===== src/rtl/genesys_axi_rd_arbiter.sv =====
// Shares one AXI4 read master among NUM_REQ buffer read engines with an in-order R ownership FIFO.
// Optional macro GENESYS_RD_ARB_FIXED_PRIO_EN selects fixed lowest-index priority instead of round-robin.
module genesys_axi_rd_arbiter #(
  parameter int NUM_REQ         = 4,
  parameter int ADDR_WIDTH      = 64,
  parameter int DATA_WIDTH      = 512,
  parameter int MAX_OUTSTANDING = 8
) (
  input  logic                          ap_clk,
  input  logic                          ap_rst,
  input  logic [NUM_REQ-1:0]            req_arvalid,
  output logic [NUM_REQ-1:0]            req_arready,
  input  logic [NUM_REQ*ADDR_WIDTH-1:0] req_araddr,
  input  logic [NUM_REQ*8-1:0]          req_arlen,
  output logic [NUM_REQ-1:0]            req_rvalid,
  input  logic [NUM_REQ-1:0]            req_rready,
  output logic [DATA_WIDTH-1:0]         req_rdata,
  output logic                          req_rlast,
  output logic                          m_axi_arvalid,
  input  logic                          m_axi_arready,
  output logic [ADDR_WIDTH-1:0]         m_axi_araddr,
  output logic [7:0]                    m_axi_arlen,
  input  logic                          m_axi_rvalid,
  output logic                          m_axi_rready,
  input  logic [DATA_WIDTH-1:0]         m_axi_rdata,
  input  logic                          m_axi_rlast,
  output logic                          busy
);

  localparam int IDXW = $clog2(NUM_REQ);
  localparam int PTRW = $clog2(MAX_OUTSTANDING);
  localparam int CNTW = PTRW + 1;
  localparam logic [CNTW-1:0] MAX_CNT = CNTW'(MAX_OUTSTANDING);

  typedef enum logic {S_IDLE, S_ISSUE} state_t;

  state_t                r_state;
  logic [IDXW-1:0]       r_grant;
  logic [ADDR_WIDTH-1:0] r_araddr;
  logic [7:0]            r_arlen;
  logic [IDXW-1:0]       r_fifo [MAX_OUTSTANDING];
  logic [PTRW-1:0]       r_wptr;
  logic [PTRW-1:0]       r_rptr;
  logic [CNTW-1:0]       r_count;
`ifndef GENESYS_RD_ARB_FIXED_PRIO_EN
  logic [IDXW-1:0]       r_last_grant;
`endif

  logic                  w_any_req;
  logic                  w_grant_ok;
  logic                  w_empty;
  logic                  w_push;
  logic                  w_pop;
  logic [IDXW-1:0]       w_grant_idx;
  logic [IDXW-1:0]       w_head;
  logic [ADDR_WIDTH-1:0] w_addr_arr [NUM_REQ];
  logic [7:0]            w_len_arr  [NUM_REQ];

  for (genvar gi = 0; gi < NUM_REQ; gi++) begin : g_unpack
    assign w_addr_arr[gi] = req_araddr[gi*ADDR_WIDTH +: ADDR_WIDTH];
    assign w_len_arr[gi]  = req_arlen[gi*8 +: 8];
  end

`ifdef GENESYS_RD_ARB_FIXED_PRIO_EN
  // Scan from the top down so the lowest asserted index is the last one written.
  always_comb begin
    w_any_req   = 1'b0;
    w_grant_idx = '0;
    for (int i = NUM_REQ - 1; i >= 0; i--) begin
      if (req_arvalid[i]) begin
        w_any_req   = 1'b1;
        w_grant_idx = IDXW'(i);
      end
    end
  end
`else
  // Scan offsets from farthest to nearest after last_grant; the nearest requester wins.
  always_comb begin : rr_grant
    int idx;
    w_any_req   = 1'b0;
    w_grant_idx = '0;
    idx         = 0;
    for (int k = NUM_REQ; k >= 1; k--) begin
      idx = int'(r_last_grant) + k;
      if (idx >= NUM_REQ) idx = idx - NUM_REQ;
      if (req_arvalid[IDXW'(idx)]) begin
        w_any_req   = 1'b1;
        w_grant_idx = IDXW'(idx);
      end
    end
  end
`endif

  assign w_empty    = (r_count == '0);
  assign w_head     = r_fifo[r_rptr];
  assign w_grant_ok = (r_state == S_IDLE) && w_any_req && (r_count < MAX_CNT);
  assign w_push     = (r_state == S_ISSUE) && m_axi_arready;
  assign w_pop      = m_axi_rvalid && m_axi_rready && m_axi_rlast;

  assign req_arready   = w_grant_ok ? (NUM_REQ'(1) << w_grant_idx) : '0;
  assign req_rvalid    = (m_axi_rvalid && !w_empty) ? (NUM_REQ'(1) << w_head) : '0;
  assign m_axi_rready  = !w_empty && req_rready[w_head];
  assign req_rdata     = m_axi_rdata;
  assign req_rlast     = m_axi_rlast;
  assign m_axi_arvalid = (r_state == S_ISSUE);
  assign m_axi_araddr  = r_araddr;
  assign m_axi_arlen   = r_arlen;
  assign busy          = (r_state == S_ISSUE) || !w_empty;

  always_ff @(posedge ap_clk) begin
    if (ap_rst) begin
      r_state      <= S_IDLE;
      r_grant      <= '0;
      r_araddr     <= '0;
      r_arlen      <= '0;
      r_wptr       <= '0;
      r_rptr       <= '0;
      r_count      <= '0;
`ifndef GENESYS_RD_ARB_FIXED_PRIO_EN
      r_last_grant <= IDXW'(NUM_REQ - 1);
`endif
    end else begin
      case (r_state)
        S_IDLE: begin
          if (w_grant_ok) begin
            r_state      <= S_ISSUE;
            r_grant      <= w_grant_idx;
            r_araddr     <= w_addr_arr[w_grant_idx];
            r_arlen      <= w_len_arr[w_grant_idx];
`ifndef GENESYS_RD_ARB_FIXED_PRIO_EN
            r_last_grant <= w_grant_idx;
`endif
          end
        end
        S_ISSUE: begin
          if (m_axi_arready) r_state <= S_IDLE;
        end
        default: r_state <= S_IDLE;
      endcase

      if (w_push) r_wptr <= r_wptr + PTRW'(1);
      if (w_pop)  r_rptr <= r_rptr + PTRW'(1);
      if (w_push && !w_pop)      r_count <= r_count + CNTW'(1);
      else if (!w_push && w_pop) r_count <= r_count - CNTW'(1);
    end
  end

  // Ownership storage needs no reset: entries are only read while the count says they are valid.
  always_ff @(posedge ap_clk) begin
    if (w_push) r_fifo[r_wptr] <= r_grant;
  end

endmodule

===== config.mk =====
export PLATFORM = sky130hd
export DESIGN_NAME = genesys_axi_rd_arbiter
export DESIGN_NICKNAME = d
export VERILOG_FILES = /design/src/rtl/genesys_axi_rd_arbiter.sv
export SDC_FILE = /design/constraint.sdc
export NUM_CORES = 1
export LEC_CHECK = 0
export ABC_CLOCK_PERIOD_IN_PS = 10500
export BUFFER_PORTS_ARGS = -buffer_cell sky130_fd_sc_hd__buf_2
export CAP_MARGIN = 0
export CORE_AREA = 2 2 550 552
export CTS_CLUSTER_DIAMETER = 150
export DETAILED_ROUTE_END_ITERATION = 10
export DIE_AREA = 0 0 552 554
export SLEW_MARGIN = 10
export SYNTH_ARGS = -nofsm -noshare
export SYNTH_HDL_FRONTEND = slang
export SYNTH_SLANG_ARGS = --single-unit

===== constraint.sdc =====
create_clock -name ap_clk -period 10.5 [get_ports ap_clk]
set_clock_uncertainty 0.05 [all_clocks]
set_input_delay 2.1 -clock ap_clk [delete_from_list [all_inputs] [get_ports ap_clk]]
set_output_delay 2.1 -clock ap_clk [all_outputs]
set_load 0.01 [all_outputs]

# == Word level (Yosys, flattened, before mapping) ==
# Memories as Yosys holds them, arrays and structs flattened. A register that Yosys moved wholly into a read port is not among the register bits.
# Cells that the tools add are included.
# W data, S select, Z words.
# word_totals
wordCells,95
memories,1
ff_bits,87
inputBits,813
latchBits,0
mem_bits_ro,0
output_inout_bits,596
ram_bits,16
# op_classes
n_eq_ne,0
multipliers,0
n_shift,2
bitwise_logic,2
addsub,12
mux,43
order_cmp,11
n_reduce_logical,16
n_div,0
# mem_list
name,depth,width,rd,rd_ports_with_merged_regs,wr,line_no,text
r_fifo,8,2,1,1,1,41,logic [IDXW-1:0] r_fifo [MAX_OUTSTANDING];
# ops
cell,n
$bmux W64 S2,1
$mux W64,2
$mux W1,17
$bmux W8 S2,1
$lt A2 B4 Y1 const B,4
$mux W2,8
$mux W4,4
$mux W8,2
$ge A3 B3 Y1 const B,4
$bmux W1 S2,5
$logic_and A1 B1 Y1,9
$shl A1 B2 Y4 const A,2
$sub A2 B1 Y2 const B,4
$add A2 B2 Y3 const B,2
$add A3 B1 Y3 const B,2
$mux W3,2
$add A2 B3 Y4 const B,1
$add A4 B1 Y4 const B,1
$ge A4 B3 Y1 const B,1
$logic_not A4 Y1,1
$lt A4 B4 Y1 const B,1
$sub A4 B1 Y4 const B,1
$add A2 B1 Y3 const B,1
$logic_not A1 Y1,3
7 further kinds,7

# == Longest topological paths before layout ==
# Gate-level depths: netlist of run 1.
# depth
ltp_word,14
mapped_depth,13
ltp_nobuf,12

# == Worst setup path after synthesis of run 1 ==
# Ideal clock, no wire load.
# synth_timing
path_type,in2out
from,input port req_arvalid[3]
to,output port req_arready[0]
path_stages,6
required_time_ns,8.350
arrival_time_ns,3.507
path_slack_ns,4.843
path_cell_list,nor2b_1 o21a_1 nor3_1 buf_2 clkbuf_1 and3_1
# synth_via
elab_chain_cells,10
word_cells_on_any_way,24
classes_between,shift: 1; mux: 21; reduce/logical: 2
# synth_lines
element,line_no,text
start: declaration,11,"input logic [NUM_REQ-1:0] req_arvalid,"
$bmux W1 S2,86,if (req_arvalid[IDXW'(idx)]) begin
$mux W1 (implied by the code) (2 in series),86,
$mux W1 (4 in series),86,
$logic_and A1 B1 Y1 (2 in series),96,assign w_grant_ok = (r_state == S_IDLE) && w_any_req && (r_count < MAX_CNT);
$mux W4 *,100,assign req_arready = w_grant_ok ? (NUM_REQ'(1) << w_grant_idx) : '0;
end: declaration,12,"output logic [NUM_REQ-1:0] req_arready,"
# Every way passes the cells marked *; elsewhere a longest branch is shown, timed or not. The select of a mux whose other input is x is not followed.

# == Worst setup path in the final report of run 1 ==
# layout_timing
from,input port req_arvalid[1]
to,output port req_arready[2]
# The elaborated chain is that of the path after synthesis.

==> results of run 1 <==
## layout by cell type (no fill, tap or decap), drive strengths merged, types with 2 or more instances in the layout
cell type,n
and3,75
nor2,18
clkbuf,13
inv,3
or3,3
o21ai,4
clkinvlp,2
nand2,224
a311o,72
mux4,4
nor4,3
a211oi,73
edfxtp,16
nor3,9
nor2b,5
mux2,5
a21oi,81
dfxtp,90
or2,2
xor2,4
xnor2,2
ha,5
diode,25
buf,398
nand2b,8
## flip-flops by register name, summed over array words and instances, names as in the netlist, named ones only
signal	cells
r_rptr	3
r_count	4
m_axi_araddr	64
r_wptr	3
r_fifo	16
m_axi_arlen	8
r_grant	2
r_last_grant	2
m_axi_arvalid	1
## layout make-up
class,instances,area share
clock inverters,4,0.00401
multi-input cells,606,0.275
flip-flops and latches,106,0.170
inverters,3,0.000840
diodes,25,0.00467
repair buffers,398,0.152
clock buffers,13,0.0243
well taps,3958,0.370
## cells by family after synthesis
logic type	after synthesis	synth area share
buf+inv	600	0.415
compound gates	234	0.171
xor+xnor	6	0.00594
mux	10	0.0173
fa+ha+maj	6	0.00817
simple gates	350	0.157
flops	106	0.226
## per-layer routing
| metal | vias up | track usage |
|---|---|---|
| met4 | 12 | 0.0478 |
| met1 | 3868 | 0.0715 |
| met2 | 1449 | 0.192 |
| met3 | 303 | 0.217 |
| li1 | 3603 | - |
| met5 | - | 0.00531 |
## through the flow
step / utilization / total power (uW) / cell area (sq um) / setup slack, ns
final: 0.0448 / 2200 / 13400 / 4.00
after global routing: 0.0447 / 2340 / 13400 / 3.80
after global placement: 0.0433 / 1740 / 13000 / 3.74
after floorplan: - / 1270 / 10100 / 4.84
after detailed placement: 0.0433 / 1750 / 13000 / 3.84
after CTS: 0.0446 / 2280 / 13300 / 3.83
## worst paths after layout
| kind | startpoint | end | cells after the start |
|---|---|---|---|
| worst max register to register | r_last_grant[0]$_SDFFE_PP1P_ | m_axi_araddr[59]$_SDFFE_PP0P_ | 9 |
| worst min-delay path | m_axi_araddr[11]$_SDFFE_PP0P_ | m_axi_araddr[11]$_SDFFE_PP0P_ | 2 |
| worst max-delay path | req_arvalid[1] | req_arready[2] | 7 |
| worst min register to register | m_axi_araddr[11]$_SDFFE_PP0P_ | m_axi_araddr[11]$_SDFFE_PP0P_ | 2 |
## where the power goes
group | switching, uW | total [uW] | internal, uW
clock | 247 | 498 | 251
combinational | 795 | 1120 | 323
sequential | 80.0 | 580 | 500
total | 1120 | 2200 | 1070
## critical path: cells and delay by family
| kind | cells | cell delay (ns) |
|---|---|---|
| AND/OR/NAND/NOR | 3 | 1.16 |
| buffers and inverters | 3 | 0.85 |
| AO/OA/AOI/OAI | 1 | 0.22 |
==> run_results.csv, run 1 <==
group,metric,value,unit
synthesis,ys_ff_latch,106,
cells_and_area,final_cells,5113,
grt,grt_max_degree,81,
critical_path,r2r_slack,6.39,ns
grt,first_global_vias,8881,
clock_network,post_cts_buffers,0,
critical_path,crit_path_cell_trace,"buf_2 > o21ai_0 > or2_4 > buf_4 > and2_4 > and3_1 > buf_2",
synthesis,synth_enable_flop_cells,16,
drt,drt_first_pass_iters,6,
sta,grt_setup_unrepaired,"false",
drt,remaining_antenna_violation_count_after_routing,0,
critical_path,timing.critical_path.arrival,4.35,ns
sta,layout_worst_path_cycle_share,0.619,
synthesis,post-synth-top-area-cell,"sky130_fd_sc_hd__buf_4",
drt,route.detailed.wl_per_inst,40.6,um
sta,finalSetupTns,0,ns
clock_network,clock_sink_count,106,
floorplanning,floorplan.initialDensity,0.0338,
synthesis,synth_cells,1312,
critical_path,crit_path_top_delay_cell,"sky130_fd_sc_hd__and2_4",
synthesis,most_repeated_cell_in_the_gate_level_netlist_after_synthesis,"sky130_fd_sc_hd__buf_4",
cells_and_area,num-fill-cells,35661,
drt,routed-wl-met2,85300,um
grt,grt_pass1_wl,229000,um
cells_and_area,ff_latch_area,2280,sq um
floorplanning,dieWidth,552,um
synthesis,synth-main-ff-cell,"sky130_fd_sc_hd__dfxtp_1",
sta,maxClockFrequency,154,MHz
clock_network,clk_path_buf_depth,3,
floorplanning,fp-row-count,201,
sta,relSlewSlack,0.259,
drt,route.final.wire_length,207000,um
synthesis,synth_fp_nets,2131,
placement,place_hpwl,197000,um
drt,vias,9235,
clock_network,post_cts_resize_count,0,
drt,highest-signal-layer,"met5",
floorplanning,ioPinCount,1409,
drt,routedLengthMet1,39600,um
placement,placedCellCount,5071,
critical_path,worst_setup_path_start_kind,"input pin",
hold_path,hold_path.class,"register to register",
critical_path,endpoint_kind,"output port",
critical_path,timing.critical_path.required,8.35,ns
placement,finalWeightedCongestion,0.905,
synthesis,synthTopCellsByArea,"sky130_fd_sc_hd__buf_4, sky130_fd_sc_hd__dfxtp_1, sky130_fd_sc_hd__nand2_1, sky130_fd_sc_hd__a311o_1, sky130_fd_sc_hd__a211oi_1",
synthesis,yosys_warnings,0,
synthesis,share_of_flip_flops_with_an_asynchronous_set_or_reset_after_synthesis,0,
clock_network,clock_insertion_delay_worst_skew,0.52,ns
sta,worst_pin_slew,1.11,ns
sta,hold_viol,0,
floorplanning,die_area,306000,sq um
pwr,power.density,164,nW/um^2
cells_and_area,area_delta_synth_final,32.5,%
synthesis,synth.lib_cells_used.distinct,42,
floorplanning,die_h,554,um
drt,residual_drc_count,0,
synthesis,netlist_area_pre_place,10100,sq um
synthesis,synth.top_cell.area_share,0.381,
clock_network,cts_tree,"yes",
clock_network,cts_root_buf,"sky130_fd_sc_hd__clkbuf_16",
synthesis,synth_common_cells,"sky130_fd_sc_hd__buf_4, sky130_fd_sc_hd__nand2_1, sky130_fd_sc_hd__dfxtp_1",
run_status,outcome,"complete, no violations",
synthesis,synth-seq-area-share,0.226,
drt,dr.first_iter.drc_count,462,
critical_path,critical-path-max-stage-delay,0.64,ns
drt,via_per_inst,1.81,
sta,report.final.setup_viol,0,
placement,numPortBuffers,384,
cells_and_area,multi_input_comb_area,3680,sq um
grt,antenna_found_initial,68,
clock_network,path_clk_slew,0.09,ns
sta,fin_hold_ws,0.406,ns
cells_and_area,nets,1947,
clock_network,cts.hold.buffers_added,0,
sta,period_needed,6.50,ns
synthesis,syn-mean-instance-area,7.71,sq um
critical_path,criticalPathCategory,"input pin to output port",
flow_run,maxCapViolations,0,
cells_and_area,drive_above_1_share,0.384,
floorplanning,design.core.area,299000,sq um
clock_network,htreeDepth,3,
sta,slew_viol_final,0,
critical_path,critPathMaxFanout,61,
grt,globalRouteTotalUtil,0.131,
clock_network,cts_made_buffers,13,
grt,grt_overflow,0,
drt,dr_wl_met3,74100,um
pwr,p_leak,0.00411,uW
critical_path,path_common_cell,"sky130_fd_sc_hd__buf_2",
pwr,ir_worst_vdd,0.118,mV
No activity file was read; power rests on OpenSTA's default activity.
==> run 2: changes to the inputs <==
- ABC_CLOCK_PERIOD_IN_PS: 10500 -> 6550
- clock period: 10.5 -> 6.55 ns (I/O delays scaled with it)
==> run_results.csv, run 2 (synthesized netlist as in run 1, its figures left out) <==
group,metric,value,unit
grt,first_global_vias,9111,
critical_path,crit_buf_inv,2,
sta,finalSetupTns,0,ns
pwr,power.switching,1770,uW
clock_network,clk_path_buf_depth,3,
clock_network,cts.hold.buffers_added,0,
clock_network,post_cts_resize_count,0,
floorplanning,die_h,554,um
drt,remaining_antenna_violation_count_after_routing,0,
clock_network,cts_made_buffers,13,
floorplanning,design.core.area,299000,sq um
flow_run,maxCapViolations,0,
floorplanning,ioPinCount,1409,
clock_network,cts_tree,"yes",
critical_path,timing.critical_path.arrival,3.02,ns
critical_path,endpoint_kind,"output port",
clock_network,clock_sink_count,106,
critical_path,worst_setup_path_start_kind,"input pin",
cells_and_area,commonest_cells_after_routing_fill_and_taps_aside,"sky130_fd_sc_hd__buf_2, sky130_fd_sc_hd__nand2_1, sky130_fd_sc_hd__dfxtp_1, sky130_fd_sc_hd__a21oi_1, sky130_fd_sc_hd__and3_1",
grt,grt_pass1_wl,230000,um
drt,route.detailed.wl_per_inst,40.7,um
grt,antenna_found_initial,65,
clock_network,cts_root_buf,"sky130_fd_sc_hd__clkbuf_16",
pwr,ir_worst_vdd,0.174,mV
cells_and_area,fin_area,13400,sq um
cells_and_area,area_delta_synth_final,32.7,%
grt,grt_overflow,0,
sta,slew_viol_final,0,
clock_network,path_clk_slew,0.08,ns
grt,grt_max_degree,115,
cells_and_area,leading_cell_type_in_the_layout_fill_and_taps_excluded,"sky130_fd_sc_hd__buf_2",
drt,dr.first_iter.drc_count,339,
drt,vias,9216,
run_status,outcome,"complete, no violations",
floorplanning,die_area,306000,sq um
floorplanning,floorplan.initialDensity,0.0338,
drt,drt_first_pass_iters,5,
floorplanning,dieWidth,552,um
sta,report.final.setup_viol,0,
pwr,pwr-share-comb,0.511,
clock_network,clock_insertion_delay_worst_skew,0.51,ns
critical_path,critical-path-max-stage-delay,0.44,ns
drt,via_per_inst,1.80,
drt,residual_drc_count,0,
floorplanning,fp-row-count,201,
sta,worst_pin_slew,1.22,ns
clock_network,htreeDepth,3,
sta,hold_viol,0,
critical_path,critPathMaxFanout,47,
pwr,internal_power,1730,uW
placement,numPortBuffers,384,
cells_and_area,drive_above_1_share,0.382,
critical_path,crit_path_cell_trace,"buf_2 > nor2b_1 > or2_4 > nand2_4 > nor3_1 > buf_2",
pwr,share_clk_of_total_power,0.223,
sta,maxClockFrequency,228,MHz
critical_path,timing.critical_path.required,5.19,ns
critical_path,criticalPathCategory,"input pin to output port",
critical_path,path_common_cell,"sky130_fd_sc_hd__buf_2",
sta,period_needed,4.38,ns
pwr,power.density,260,nW/um^2
sta,grt_setup_unrepaired,"false",
drt,route.final.wire_length,208000,um
placement,finalWeightedCongestion,0.896,
critical_path,crit_path_top_delay_cell,"sky130_fd_sc_hd__nand2_4",
critical_path,cpLargestDelayFamily,"simple AND/OR/NAND/NOR gates",
placement,dpl_cell_area,13000,sq um
cells_and_area,nets,1945,
pwr,seq_power_share,0.266,
sta,relSlewSlack,0.186,
grt,globalRouteTotalUtil,0.132,
placement,place_hpwl,198000,um
clock_network,post_cts_buffers,0,
pwr,p_leak,0.00411,uW
cells_and_area,flip_flop_count_of_the_largest_register_all_copies_and_words_added,64,
sta,layout_worst_path_cycle_share,0.669,
hold_path,hold_path.class,"register to register",
pwr,power.share.switching,0.506,
==> run 2: cell types whose count changed in the layout (fill, tap and decap cells not counted), sizes merged <==
cell	change
buf	-2
diode	+3
==> run 2: path summary, 6_finish.rpt <==
kind | start | endpoint | slack [ns] | cells after the start
min | m_axi_araddr[6]$_SDFFE_PP0P_ | m_axi_araddr[6]$_SDFFE_PP0P_ | 0.41 | 2
max reg2reg | register | r_count[3]$_SDFFE_PP0P_ | 2.92 | 12
max | req_arvalid[3] | req_arready[3] | 2.17 | 6
min reg2reg | m_axi_araddr[6]$_SDFFE_PP0P_ | m_axi_araddr[6]$_SDFFE_PP0P_ | 0.41 | 2
==> run 2: per-layer routing <==
| layer | global-route usage | up-vias | wire, um |
|---|---|---|---|
| li1 | - | 3608 | - |
| met3 | 0.218 | 307 | 73800 |
| met1 | 0.0711 | 3899 | 39900 |
| met4 | 0.0519 | 24 | 9260 |
| met2 | 0.192 | 1378 | 84800 |
| met5 | 0.0100 | - | 499 |
==> run 2: area by class of cell <==
type                    count  area, sq um
clock buffers              13          325
repair buffers            396         2040
clock inverters             4         48.8
multi-input cells         606         3680
well taps                3958         4950
fillers                 35674       286000
inverters                   3         11.3
flip-flops and latches    106         2280
diodes                     28         70.1
==> run 2: metrics by stage <==
stage	utilization	setup WS (ns)	cells	hold slack (ns)	total power [uW]
after floorplan	-	2.47	1312	0.421	2030
after global placement	0.0433	1.80	5069	0.393	2800
after detailed placement	0.0433	2.11	5069	0.395	2800
after CTS	0.0446	2.10	5086	0.409	3640
after global routing	0.0447	2.02	5104	0.426	3730
final	0.0448	2.17	5114	0.405	3490
==> run 2: tightest hold or removal path: stages, from the launching register on <==
cell,delay [ns]
sky130_fd_sc_hd__dfxtp_1,0.31
sky130_fd_sc_hd__nand2_1,0.05
sky130_fd_sc_hd__a21oi_1,0.05
==> run 2: power groups by stage <==
stage	clock network [uW]	registers [uW]	logic, uW
after floorplan	0	944	1090
after global placement	0	946	1850
after detailed placement	0	952	1850
after CTS	847	937	1860
after global routing	844	951	1940
final	778	928	1790
